$ cat src/rtl/cdb_reservation_station_if.sv
// Bundle between dispatch / CDB / functional unit and one reservation-station bank.
// The station takes the slave modport; the surrounding pipeline takes master.
interface cdb_reservation_station_if #(
  parameter int DATA_WIDTH   = 64,
  parameter int TAG_WIDTH    = 3,
  parameter int ENTRIES      = 4,
  parameter int OPCODE_WIDTH = 4
);
  localparam int OCC_WIDTH = $clog2(ENTRIES + 1);

  logic                    alloc_valid;
  logic                    alloc_ready;
  logic [OPCODE_WIDTH-1:0] alloc_opcode;
  logic [TAG_WIDTH-1:0]    alloc_dest_tag;
  logic                    alloc_src1_rdy;
  logic                    alloc_src2_rdy;
  logic [DATA_WIDTH-1:0]   alloc_src1_val;
  logic [DATA_WIDTH-1:0]   alloc_src2_val;
  logic [TAG_WIDTH-1:0]    alloc_src1_tag;
  logic [TAG_WIDTH-1:0]    alloc_src2_tag;

  logic                    cdb_valid;
  logic [TAG_WIDTH-1:0]    cdb_rs_id;
  logic [DATA_WIDTH-1:0]   cdb_result;

  logic                    iss_valid;
  logic                    iss_ready;
  logic [OPCODE_WIDTH-1:0] iss_opcode;
  logic [DATA_WIDTH-1:0]   iss_op1;
  logic [DATA_WIDTH-1:0]   iss_op2;
  logic [TAG_WIDTH-1:0]    iss_dest_tag;

  logic [OCC_WIDTH-1:0]    occupancy;

  modport master (
    output alloc_valid, alloc_opcode, alloc_dest_tag,
           alloc_src1_rdy, alloc_src2_rdy, alloc_src1_val, alloc_src2_val,
           alloc_src1_tag, alloc_src2_tag,
           cdb_valid, cdb_rs_id, cdb_result, iss_ready,
    input  alloc_ready, iss_valid, iss_opcode, iss_op1, iss_op2, iss_dest_tag,
           occupancy
  );

  modport slave (
    input  alloc_valid, alloc_opcode, alloc_dest_tag,
           alloc_src1_rdy, alloc_src2_rdy, alloc_src1_val, alloc_src2_val,
           alloc_src1_tag, alloc_src2_tag,
           cdb_valid, cdb_rs_id, cdb_result, iss_ready,
    output alloc_ready, iss_valid, iss_opcode, iss_op1, iss_op2, iss_dest_tag,
           occupancy
  );
endinterface

$ cat src/rtl/cdb_reservation_station.sv
// Reservation-station bank: holds dispatched micro-ops, captures operands from the CDB
// by tag, and issues the oldest fully-ready entry through a registered valid/ready port.
module cdb_reservation_station #(
  parameter int DATA_WIDTH   = 64,
  parameter int TAG_WIDTH    = 3,
  parameter int ENTRIES      = 4,
  parameter int OPCODE_WIDTH = 4
) (
  input logic                      clk,
  input logic                      rst_n,
  input logic                      flush,
  cdb_reservation_station_if.slave bus
);
  localparam int IDX_WIDTH = $clog2(ENTRIES);
  localparam int OCC_WIDTH = $clog2(ENTRIES + 1);

  typedef struct packed {
    logic [OPCODE_WIDTH-1:0] opcode;
    logic [TAG_WIDTH-1:0]    dest_tag;
    logic                    src1_rdy;
    logic [DATA_WIDTH-1:0]   src1_val;
    logic [TAG_WIDTH-1:0]    src1_tag;
    logic                    src2_rdy;
    logic [DATA_WIDTH-1:0]   src2_val;
    logic [TAG_WIDTH-1:0]    src2_tag;
  } slot_t;

  slot_t              slot_q  [ENTRIES];
  logic [ENTRIES-1:0] occ_q;
  // older_q[i][j] set: slot i was allocated before slot j.
  logic [ENTRIES-1:0] older_q [ENTRIES];

  logic                    iss_valid_q;
  logic [OPCODE_WIDTH-1:0] iss_opcode_q;
  logic [DATA_WIDTH-1:0]   iss_op1_q;
  logic [DATA_WIDTH-1:0]   iss_op2_q;
  logic [TAG_WIDTH-1:0]    iss_dest_tag_q;

  logic [ENTRIES-1:0]   elig;
  logic [ENTRIES-1:0]   sel_vec;
  logic [IDX_WIDTH-1:0] sel_idx;
  logic [IDX_WIDTH-1:0] free_idx;
  logic [OCC_WIDTH-1:0] occ_cnt;
  logic                 alloc_ready;
  logic                 do_alloc;
  logic                 iss_load;
  logic [ENTRIES-1:0]   clear_mask;
  logic [ENTRIES-1:0]   set_mask;
  slot_t                alloc_slot;

  always_comb begin
    // NOTE: every combinational output gets a default first so no path infers a latch.
    elig     = '0;
    sel_vec  = '0;
    sel_idx  = '0;
    free_idx = '0;
    occ_cnt  = '0;
    for (int i = 0; i < ENTRIES; i++)
      elig[i] = occ_q[i] & slot_q[i].src1_rdy & slot_q[i].src2_rdy;
    // A slot wins when no other eligible slot is older than it.
    for (int i = 0; i < ENTRIES; i++) begin
      sel_vec[i] = elig[i];
      for (int j = 0; j < ENTRIES; j++)
        if (j != i && elig[j] && older_q[j][i]) sel_vec[i] = 1'b0;
    end
    for (int i = ENTRIES - 1; i >= 0; i--) begin
      if (sel_vec[i]) sel_idx = IDX_WIDTH'(i);
      if (!occ_q[i])  free_idx = IDX_WIDTH'(i);
      occ_cnt = occ_cnt + OCC_WIDTH'(occ_q[i]);
    end
  end

  assign alloc_ready = occ_cnt < OCC_WIDTH'(ENTRIES);
  assign do_alloc    = bus.alloc_valid && alloc_ready;
  assign iss_load    = (!iss_valid_q || bus.iss_ready) && (|elig);
  assign clear_mask  = iss_load ? sel_vec : '0;
  assign set_mask    = do_alloc ? (ENTRIES'(1) << free_idx) : '0;

  // Incoming micro-op, with operands already on the CDB this cycle captured directly.
  always_comb begin
    alloc_slot.opcode   = bus.alloc_opcode;
    alloc_slot.dest_tag = bus.alloc_dest_tag;
    alloc_slot.src1_rdy = bus.alloc_src1_rdy;
    alloc_slot.src1_val = bus.alloc_src1_val;
    alloc_slot.src1_tag = bus.alloc_src1_tag;
    alloc_slot.src2_rdy = bus.alloc_src2_rdy;
    alloc_slot.src2_val = bus.alloc_src2_val;
    alloc_slot.src2_tag = bus.alloc_src2_tag;
    if (bus.cdb_valid && !bus.alloc_src1_rdy && bus.alloc_src1_tag == bus.cdb_rs_id) begin
      alloc_slot.src1_rdy = 1'b1;
      alloc_slot.src1_val = bus.cdb_result;
    end
    if (bus.cdb_valid && !bus.alloc_src2_rdy && bus.alloc_src2_tag == bus.cdb_rs_id) begin
      alloc_slot.src2_rdy = 1'b1;
      alloc_slot.src2_val = bus.cdb_result;
    end
  end

  // NOTE: state registers use <= so every flop samples the pre-edge values.
  always_ff @(posedge clk or negedge rst_n) begin
    if (!rst_n) begin
      occ_q          <= '0;
      iss_valid_q    <= 1'b0;
      iss_opcode_q   <= '0;
      iss_op1_q      <= '0;
      iss_op2_q      <= '0;
      iss_dest_tag_q <= '0;
    end else if (flush) begin
      occ_q          <= '0;
      iss_valid_q    <= 1'b0;
      iss_opcode_q   <= '0;
      iss_op1_q      <= '0;
      iss_op2_q      <= '0;
      iss_dest_tag_q <= '0;
    end else begin
      occ_q <= (occ_q & ~clear_mask) | set_mask;
      if (iss_load) begin
        iss_valid_q    <= 1'b1;
        iss_opcode_q   <= slot_q[sel_idx].opcode;
        iss_op1_q      <= slot_q[sel_idx].src1_val;
        iss_op2_q      <= slot_q[sel_idx].src2_val;
        iss_dest_tag_q <= slot_q[sel_idx].dest_tag;
      end else if (bus.iss_ready) begin
        iss_valid_q <= 1'b0;
      end
    end
  end

  // NOTE: slot payload and age bits carry no reset; occ_q alone decides whether they mean anything.
  always_ff @(posedge clk) begin
    for (int i = 0; i < ENTRIES; i++) begin
      if (do_alloc && free_idx == IDX_WIDTH'(i)) begin
        slot_q[i]  <= alloc_slot;
        older_q[i] <= '0;
      end else begin
        if (occ_q[i] && bus.cdb_valid) begin
          if (!slot_q[i].src1_rdy && slot_q[i].src1_tag == bus.cdb_rs_id) begin
            slot_q[i].src1_rdy <= 1'b1;
            slot_q[i].src1_val <= bus.cdb_result;
          end
          if (!slot_q[i].src2_rdy && slot_q[i].src2_tag == bus.cdb_rs_id) begin
            slot_q[i].src2_rdy <= 1'b1;
            slot_q[i].src2_val <= bus.cdb_result;
          end
        end
        // Everything already in the bank is older than the newcomer.
        if (do_alloc) older_q[i][free_idx] <= 1'b1;
      end
    end
  end

  assign bus.alloc_ready  = alloc_ready;
  assign bus.occupancy    = occ_cnt;
  assign bus.iss_valid    = iss_valid_q;
  assign bus.iss_opcode   = iss_opcode_q;
  assign bus.iss_op1      = iss_op1_q;
  assign bus.iss_op2      = iss_op2_q;
  assign bus.iss_dest_tag = iss_dest_tag_q;
endmodule

$ cat src/flat_wrapper.sv
// flat-port wrapper written by rule: the top's interface ports become plain ports
module cdb_reservation_station_flat 
#(
  parameter int DATA_WIDTH   = 64,
  parameter int TAG_WIDTH    = 3,
  parameter int ENTRIES      = 4,
  parameter int OPCODE_WIDTH = 4
)
  (clk, rst_n, flush, bus_alloc_valid, bus_alloc_opcode, bus_alloc_dest_tag, bus_alloc_src1_rdy, bus_alloc_src2_rdy, bus_alloc_src1_val, bus_alloc_src2_val, bus_alloc_src1_tag, bus_alloc_src2_tag, bus_cdb_valid, bus_cdb_rs_id, bus_cdb_result, bus_iss_ready, bus_alloc_ready, bus_iss_valid, bus_iss_opcode, bus_iss_op1, bus_iss_op2, bus_iss_dest_tag, bus_occupancy);
  cdb_reservation_station_if #(.DATA_WIDTH(DATA_WIDTH), .TAG_WIDTH(TAG_WIDTH), .ENTRIES(ENTRIES), .OPCODE_WIDTH(OPCODE_WIDTH)) bus_i ();
  input logic clk;
  input logic rst_n;
  input logic flush;
  input wire logic [$bits(bus_i.alloc_valid)-1:0] bus_alloc_valid;
  input wire logic [$bits(bus_i.alloc_opcode)-1:0] bus_alloc_opcode;
  input wire logic [$bits(bus_i.alloc_dest_tag)-1:0] bus_alloc_dest_tag;
  input wire logic [$bits(bus_i.alloc_src1_rdy)-1:0] bus_alloc_src1_rdy;
  input wire logic [$bits(bus_i.alloc_src2_rdy)-1:0] bus_alloc_src2_rdy;
  input wire logic [$bits(bus_i.alloc_src1_val)-1:0] bus_alloc_src1_val;
  input wire logic [$bits(bus_i.alloc_src2_val)-1:0] bus_alloc_src2_val;
  input wire logic [$bits(bus_i.alloc_src1_tag)-1:0] bus_alloc_src1_tag;
  input wire logic [$bits(bus_i.alloc_src2_tag)-1:0] bus_alloc_src2_tag;
  input wire logic [$bits(bus_i.cdb_valid)-1:0] bus_cdb_valid;
  input wire logic [$bits(bus_i.cdb_rs_id)-1:0] bus_cdb_rs_id;
  input wire logic [$bits(bus_i.cdb_result)-1:0] bus_cdb_result;
  input wire logic [$bits(bus_i.iss_ready)-1:0] bus_iss_ready;
  output wire logic [$bits(bus_i.alloc_ready)-1:0] bus_alloc_ready;
  output wire logic [$bits(bus_i.iss_valid)-1:0] bus_iss_valid;
  output wire logic [$bits(bus_i.iss_opcode)-1:0] bus_iss_opcode;
  output wire logic [$bits(bus_i.iss_op1)-1:0] bus_iss_op1;
  output wire logic [$bits(bus_i.iss_op2)-1:0] bus_iss_op2;
  output wire logic [$bits(bus_i.iss_dest_tag)-1:0] bus_iss_dest_tag;
  output wire logic [$bits(bus_i.occupancy)-1:0] bus_occupancy;
  assign bus_i.alloc_valid = bus_alloc_valid;
  assign bus_i.alloc_opcode = bus_alloc_opcode;
  assign bus_i.alloc_dest_tag = bus_alloc_dest_tag;
  assign bus_i.alloc_src1_rdy = bus_alloc_src1_rdy;
  assign bus_i.alloc_src2_rdy = bus_alloc_src2_rdy;
  assign bus_i.alloc_src1_val = bus_alloc_src1_val;
  assign bus_i.alloc_src2_val = bus_alloc_src2_val;
  assign bus_i.alloc_src1_tag = bus_alloc_src1_tag;
  assign bus_i.alloc_src2_tag = bus_alloc_src2_tag;
  assign bus_i.cdb_valid = bus_cdb_valid;
  assign bus_i.cdb_rs_id = bus_cdb_rs_id;
  assign bus_i.cdb_result = bus_cdb_result;
  assign bus_i.iss_ready = bus_iss_ready;
  assign bus_alloc_ready = bus_i.alloc_ready;
  assign bus_iss_valid = bus_i.iss_valid;
  assign bus_iss_opcode = bus_i.iss_opcode;
  assign bus_iss_op1 = bus_i.iss_op1;
  assign bus_iss_op2 = bus_i.iss_op2;
  assign bus_iss_dest_tag = bus_i.iss_dest_tag;
  assign bus_occupancy = bus_i.occupancy;
  cdb_reservation_station #(.DATA_WIDTH(DATA_WIDTH), .TAG_WIDTH(TAG_WIDTH), .ENTRIES(ENTRIES), .OPCODE_WIDTH(OPCODE_WIDTH)) u_core (.clk(clk), .rst_n(rst_n), .flush(flush), .bus(bus_i));
endmodule
$ cat config.mk
export PLATFORM = sky130hd
export DESIGN_NAME = cdb_reservation_station_flat
export DESIGN_NICKNAME = d
export VERILOG_FILES = /design/src/rtl/cdb_reservation_station_if.sv /design/src/rtl/cdb_reservation_station.sv /design/src/flat_wrapper.sv
export SDC_FILE = /design/constraint.sdc
export NUM_CORES = 1
export LEC_CHECK = 0
export ABC_CLOCK_PERIOD_IN_PS = 4000
export BUFFER_PORTS_ARGS = -buffer_cell sky130_fd_sc_hd__buf_2
export CAP_MARGIN = 0
export CORE_ASPECT_RATIO = 0.5
export CORE_MARGIN = 3
export CORE_UTILIZATION = 54
export CTS_CLUSTER_SIZE = 10
export DETAILED_ROUTE_END_ITERATION = 6
export GPL_TIMING_DRIVEN = 0
export HOLD_SLACK_MARGIN = 0.1
export PLACE_DENSITY = 0.77
export SLEW_MARGIN = 20
export SYNTH_ARGS = -nofsm -noshare
export SYNTH_HDL_FRONTEND = slang
export SYNTH_SLANG_ARGS = --single-unit
$ cat constraint.sdc
create_clock -name clk -period 4 [get_ports clk]
set_input_delay 0.8 -clock clk [delete_from_list [all_inputs] [get_ports clk]]
set_output_delay 0.8 -clock clk [all_outputs]
set_load 0.01 [all_outputs]
* Word level (Yosys, flattened, before mapping)
Memories as Yosys holds them, arrays and structs flattened. Cells that the tools add are included.
Word-level totals: register bits after elaboration 140, latch bits 0, RAM bits 588, bits in read-only memories 0, input bits 216, output and inout bits 140, word-level logic and storage cells 241, memories 2
Operators by class: add/sub/neg operators 3, $mul 0, divide/modulo/power cells 0, magnitude comparators 3, eq/ne operators 13, shift operators 1, multiplexer cells 119, bitwise logic cells 43, reductions and logical operators 51
Memory list:
- u_core.slot_q | words 4, bits a word 143, read ports 5, clocked after memory_dff 0, wr ports 4, line cdb_reservation_station.sv:28 | slot_t slot_q [ENTRIES];
- u_core.older_q | words 4, bits a word 4, read ports 4, clocked after memory_dff 0, wr ports 4, line cdb_reservation_station.sv:31 | logic [ENTRIES-1:0] older_q [ENTRIES];
Operators by type and width (number):
- $mux W64 | 12
- $mux W65 | 2
- $mux W1 | 85
- $mux W4 | 9
- $logic_and A1 B1 Y1 | 35
- $or A1 B1 Y1 | 32
- $eq A3 B3 Y1 | 10
- $mux W2 | 8
- $logic_not A1 Y1 | 11
- $and A1 B1 Y1 | 8
- $add A3 B1 Y3 | 2
- $mux W3 | 2
- $and A4 B4 Y4 | 1
- $eq A2 B2 Y1 const B | 2
- $not A4 Y4 | 1
- $or A4 B4 Y4 | 1
- $reduce_or A4 Y1 | 1
- $shl A1 B2 Y4 const A | 1
- $lt A2 B3 Y1 const B | 1
- $lt A3 B3 Y1 const B | 1
- $reduce_bool A3 Y1 | 1
- $add A1 B1 Y2 | 1
- $demux W1 S2 | 1
- $eq A2 B1 Y1 const B | 1
- 4 further kinds | 4

* Depth between registers and ports, before layout
Gate-level depths: netlist of the first run. An unclocked memory read counts as a cell.
depth after elaboration 14, mapped depth 13, mapped depth without buffers 12

* Worst setup path before layout of the first run
Ideal clock, no wire load.
path type register -> register, start register u_core.occ_q[3], end memory u_core.slot_q[2][100] in the netlist's numbering (enable), setup time 424 ps, arrival time 3504 ps, required time 3576 ps, path slack 72 ps, stages on the path, launching flop included 11, cells stage by stage dfrtp_1 inv_1 ha_1 inv_1 fa_1 ha_1 nand2b_1 a21oi_1 nand2_1 clkbuf_1 nand2_1
RTL lines:
- start: declaration | line cdb_reservation_station.sv:29 | logic [ENTRIES-1:0] occ_q;
- start signal: assignment | line cdb_reservation_station.sv:116 | occ_q <= (occ_q & ~clear_mask) | set_mask;
- end: declaration | line cdb_reservation_station.sv:28

==> results.cfg, run 1 <==
[placed_design]
place_ws_ns = -0.817
place.gp.congestion = 0.865
io_buffers = 352
dp.cells = 3744
dp.final_hpwl_um = 70100

[synthesis]
synthesis.nets = 2774
synth_warnings = 0
async_reset_ff_share_pct = 19.3
synth.distinct_cells = 44
syn-instance-count = 2554
ys_seq_elements = 724
ys.flop_type = edfxtp_1
synth_top_area_cell = edfxtp_1
syn_area_um2 = 33800
synth_area_per_cell_um2 = 13.3
synth-edff-count = 579
synth_area_leaders = edfxtp_1, mux2_2, dfrtp_1
synth_seq_area_share_pct = 62.0
synth_top_area_share_pct = 51.4

[global_routing]
grt_pass1_wl_um = 157000
grt_pass1_vias = 25500
antenna_found_initial = 34
gr-usage-all-layers_pct = 31.6
grt_max_degree = 72
grt_overflow = 0

[clock_network]
insertion_delay_ns = 0.63
cts_made_buffers = 82
ctsHoldBuffers = 0
cts.htree.levels = 3
clock-sinks = 724
cts-root-buf = clkbuf_16
cts_tree = built
clkTransAtPathRegs_ns = 0.06
clockBufferDepth = 3

[run]
maxCapViolCount = 0

[floorplan]
coreArea_um2 = 61600
start_util_pct = 55.0
ios = 356
num_rows = 64
die_height_um = 183
dieArea_um2 = 65900
die_x_um = 360

[cells_and_area]
final_nets = 3248
layout_commonest_cell = edfxtp_1
n_fill_cell = 4437
layout_common_cells = edfxtp_1, buf_2, mux2_2
area_growth_syn_to_layout_pct = 17.6
final_util_pct = 64.6
drive_gt1_share_pct = 32.4
fin_cells = 3939

[drt]
drc = 0
post_drt_wl_per_cell_um = 27.4
detailedRoute.firstIterationViolations = 3393
antenna_left = 0
routed_via_density = 6.54
vias = 25800
routed_wl_um = 108000
drt_pass1_iterations = 5

[sta]
period_minus_slack_ns = 3.84
hold_viol = 0
setup_viol = 0
tightest_slew_ns = 0.989
finalCritPeriodShare_pct = 96.0
worst_clock_skew_ns = 0.0183
slew-limit-headroom_pct = 34.1
final-max-slew-violation-count = 0
fmax_mhz = 260
setup_slack_ns = 0.159

[setup_path]
cp-endpoint = u_core.slot_q[0][17]
rr_startpoint = u_core.occ_q[3]
r2r_cells = 14
worstPathMaxFanout = 10
cp-startpoint = u_core.occ_q[3]
required_ns = 4.36
worstSetupPathType = flop to flop
worstPathArrival_ns = 4.20
rrSetupSlack_ns = 0.16
end_kind = flop
r2r-end = u_core.slot_q[0][17]
critPathLaunchType = flop

[power]
peakVddDrop_v = 0.000290
powerDensity_nw_per_um2 = 426
leakagePower_nw = 14.8

[hold_path]
holdCritPathClass = input pin to async pin

[run_status]
outcome = finished, final reports clean
==> cell usage after synthesis, types with 66 or more instances <==
cell type	n
clkbuf_1	87
o21a_1	135
nand2_1	155
nor3_1	137
dfrtp_1	140
o41ai_1	135
mux2_2	384
buf_2	66
a22o_1	128
edfxtp_1	579
o22ai_1	135
nor2_1	287
==> registers in the layout, indices dropped and copies added, names as in the netlist <==
register,count
u_core.bus.iss_opcode,4
u_core.bus.iss_op2,64
u_core.bus.iss_valid,1
u_core.bus.iss_dest_tag,3
u_core.older_q,12
u_core.occ_q,4
u_core.slot_q,572
u_core.bus.iss_op1,64
==> cells by family (layout without fill, tap and decap cells) <==
logic type / count (synthesis) / in the layout / share of synthesized area (%)
flip-flops: 724 / 724 / 62.0
buffers and inverters: 216 / 749 / 3.33
adder cells (fa/ha/maj): 4 / 4 / 0.170
XOR/XNOR: 30 / 30 / 0.776
other: 0 / 27 / 0
AO/OA/AOI/OAI: 555 / 555 / 12.7
multiplexers: 384 / 384 / 12.8
AND/OR/NAND/NOR: 641 / 641 / 8.25
==> report_power, final <==
| part | switching, mW | internal [mW] | total [mW] |
|---|---|---|---|
| registers | 0.137 | 8.45 | 8.58 |
| logic | 0.842 | 0.534 | 1.38 |
| clock network | 2.97 | 4.02 | 6.99 |
| total | 3.95 | 13.0 | 16.9 |
==> critical path, cell delays in order, from the launching register on <==
cell and delay (ns):
dfrtp_1 0.55, inv_1 0.08, ha_1 0.28, inv_1 0.04, fa_1 0.35, ha_1 0.25
nor2b_1 0.19, nand2_1 0.33, clkinvlp_4 0.21, buf_4 0.15, nor2_1 0.07, nor2_4 0.16
buf_12 0.18, buf_2 0.32, mux2_2 0.39
==> worst min path at each step <==
stage                               startpoint                      to
after floorplan           u_core.older_q[1][3]    u_core.older_q[1][3]
after global placement    u_core.older_q[1][3]    u_core.older_q[1][3]
after CTS                                rst_n  u_core.bus.iss_op1[20]
after detailed placement  u_core.older_q[1][3]    u_core.older_q[1][3]
final                                    rst_n  u_core.bus.iss_op1[27]
after global routing                     rst_n  u_core.bus.iss_op1[27]
==> layer usage <==
metal  up-vias  GRT usage, %  wire, µm  share of wire, %
met1     12800          40.2     39300                36
met2      1737          51.7     51300                48
li1      10900             -         -                 -
met3       341          6.61     11400                11
met4        10          16.9      5770               5.4
met5         -             0        63             0.058
==> stage by stage <==
stage                     setup TNS, ns  cell area, µm²  hold slack, ns  power, mW
final                                 0           39800           0.198       16.9
after global routing            -0.0442           39800           0.233       17.4
after CTS                             0           39600           0.212       16.9
after detailed placement        -201.27           37000           0.433       10.0
after global placement          -994.02           36600           0.436       9.98
after floorplan                       0           33900           0.422       9.39
==> layout make-up <==
class | count | area, µm² | share of cell area, %
diodes | 27 | 67.6 | 0.170
plain buffers | 200 | 1070 | 2.70
clock buffers | 140 | 2340 | 5.89
clock inverters | 3 | 47.5 | 0.119
inverters | 16 | 73.8 | 0.185
multi-input cells | 1614 | 11900 | 29.8
flip-flops and latches | 724 | 21000 | 52.7
well taps | 825 | 1030 | 2.59
repair buffers | 390 | 2330 | 5.85
==> timing repair <==
item | in CTS | in global routing
setup buffers | 15 | 10
resized for setup | 10 | 12
endpoints found under the hold margin | 0 | 0
pin swaps | 5 | 2
setup endpoints to repair | 424 | 294
No activity file was read; power rests on OpenSTA's default activity.
==> run 2, diff against run 1 <==
--- a/config.mk
+++ b/config.mk
@@ -7,7 +7,7 @@
 export LEC_CHECK = 0
 export ABC_CLOCK_PERIOD_IN_PS = 4000
 export BUFFER_PORTS_ARGS = -buffer_cell sky130_fd_sc_hd__buf_2
-export CAP_MARGIN = 0
+export CAP_MARGIN = 20
 export CORE_ASPECT_RATIO = 0.5
 export CORE_MARGIN = 3
 export CORE_UTILIZATION = 54
@@ -16,6 +16,7 @@
 export GPL_TIMING_DRIVEN = 0
 export HOLD_SLACK_MARGIN = 0.1
 export PLACE_DENSITY = 0.77
+export RECOVER_POWER = 50
 export SLEW_MARGIN = 20
 export SYNTH_ARGS = -nofsm -noshare
 export SYNTH_HDL_FRONTEND = slang
==> run 2 against run 1 <==
  * Die area stayed put
  * The flow now finishes with violations (max-capacitance violations, max-slew violations)
  * Largest power group unchanged
  * Final area is 0.78% lower
  * Flip-flop and latch count stayed put
  * Count of clock-buffer cells in the layout stayed put
  * First-iteration DRC count is 0.56% higher
==> results.cfg, run 2 (same netlist as run 1, synthesis figures left out) <==
[setup_path]
cp_slowest_cell = clkbuf_1
cp_slowest_stage_delay_ns = 0.92
r2r-end = u_core.slot_q[0][67]
worstPathArrival_ns = 4.16
critical_path.top_delay_family = buffers and inverters
rrSetupSlack_ns = 0.15
r2r_cells = 11
required_ns = 4.30
critical_path_buf_inv_count = 5
worstSetupPathType = flop to flop
end_kind = flop
worstPathMaxFanout = 15
cp_cell_sequence = inv_1 -> ha_1 -> inv_1 -> fa_1 -> ha_1 -> nor2b_1 -> nand2_1 -> clkinvlp_2 -> buf_4 -> clkbuf_1 -> o21ai_0
rr_startpoint = u_core.occ_q[3]
critPathLaunchType = flop

[sta]
hold_viol = 0
fmax_mhz = 259
final-max-slew-violation-count = 71
worst_clock_skew_ns = 0.0177
finalCritPeriodShare_pct = 96.4
tightest_slew_ns = 2.26
setup_viol = 0
hold_ws_ns = 0.440
period_minus_slack_ns = 3.85
slew-limit-headroom_pct = -50.9

[cells_and_area]
area_growth_syn_to_layout_pct = 16.7
final_nets = 3248
largest_register = u_core.slot_q
design_area_um2 = 39500
layout_commonest_cell = edfxtp_1
n_fill_cell = 4534
layout_common_cells = edfxtp_1, mux2_2, clkbuf_1
drive_gt1_share_pct = 27.1
largest_register_ffs = 572

[hold_path]
holdCritPathClass = flop to flop
holdPathEnd = u_core.older_q[1][3]
min-delay-start = u_core.older_q[1][3]
holdPathStages = 2

[drt]
drc = 0
vias = 25700
detailedRoute.firstIterationViolations = 3412
antenna_left = 0
routed_via_density = 6.52
routed_wl_um = 108000
drt_pass1_iterations = 6
post_drt_wl_per_cell_um = 27.5

[clock_network]
cts_tree = built
cts-root-buf = clkbuf_16
clockBufferDepth = 3
clock-sinks = 724
clkTransAtPathRegs_ns = 0.06
ctsHoldBuffers = 0
cts_made_buffers = 82
insertion_delay_ns = 0.62
cts.htree.levels = 3

[floorplan]
die_x_um = 360
coreArea_um2 = 61600
start_util_pct = 55.0
die_height_um = 183
dieArea_um2 = 65900
num_rows = 64
ios = 356

[global_routing]
grt_max_degree = 72
gr-usage-all-layers_pct = 31.6
grt_pass1_vias = 25500
antenna_found_initial = 34
grt_overflow = 0
grt_pass1_wl_um = 157000

[placed_design]
dp.final_hpwl_um = 70100
io_buffers = 352
place.gp.congestion = 0.865
postPlaceCellArea_um2 = 37000

[run_status]
violations = max-capacitance violations, max-slew violations
outcome = finished with violations

[run]
maxCapViolCount = 1

[power]
leakagePower_nw = 14.1
peakVddDrop_v = 0.000283
powerDensity_nw_per_um2 = 428
run 2: metrics by stage:
step           worst slack [ns]  util, %  power [mW]  TNS (ns)  instances
2_1_floorplan            0.0721        -        9.39         0       2554
3_3_place_gp              -1.41     59.5        9.98   -994.02       3731
3_5_place_dp             -0.817     60.1        10.0   -201.27       3744
4_1_cts                  0.0106     64.3        16.9         0       3902
5_1_grt                -0.00899     64.1        17.3  -0.00899       3939
6_report                  0.146     64.1        16.9         0       3939
run 2: how the worst max path moves through the flow:
stage | startpoint | to | cells after the start
after global routing | u_core.occ_q[3] | u_core.slot_q[2][84] | 13
after global placement | u_core.occ_q[3] | u_core.slot_q[2][36] | 10
after detailed placement | u_core.occ_q[3] | u_core.slot_q[0][101] | 12
final | u_core.occ_q[3] | u_core.slot_q[0][67] | 11
after CTS | u_core.occ_q[3] | u_core.slot_q[2][88] | 13
after floorplan | u_core.occ_q[3] | u_core.slot_q[2][100] | 10
run 2: repair_timing:
item                       in CTS  in global routing
setup endpoints to repair     424                294
buffers inserted               15                 10
pin swaps                       5                  2
resized for setup              10                 12
run 2: where the power goes:
group          total [mW]  internal (mW)  switching, mW
sequential           8.59           8.45          0.140
clock                6.97           4.02           2.95
combinational        1.35          0.509          0.841
total                16.9           13.0           3.93
run 2: cell type report:
cell class	count	area, µm²	area share (%)
Antenna cell	27	67.6	0.171
Buffer	200	1070	2.70
Clock buffer	140	2340	5.93
Clock inverter	3	47.5	0.120
Inverter	16	68.8	0.174
Multi-Input combinational cell	1614	11800	29.9
Sequential cell	724	21000	53.1
Tap cell	825	1030	2.61
Timing Repair Buffer	390	2070	5.24
run 2: worst min-delay path: cells and delay by family, from the launching register on:
family / cells / cell delay (ns)
simple gates: 2 / 0.09
flops: 1 / 0.31
run 2: per-layer routing:
metal  track usage (%)  up-vias  share of wire [%]
met2              51.7     1728                 47
met5                 0        -              0.057
met3              6.61      346                 11
met4              16.9       10                5.3
li1                  -    10900                  -
met1              40.2    12800                 36
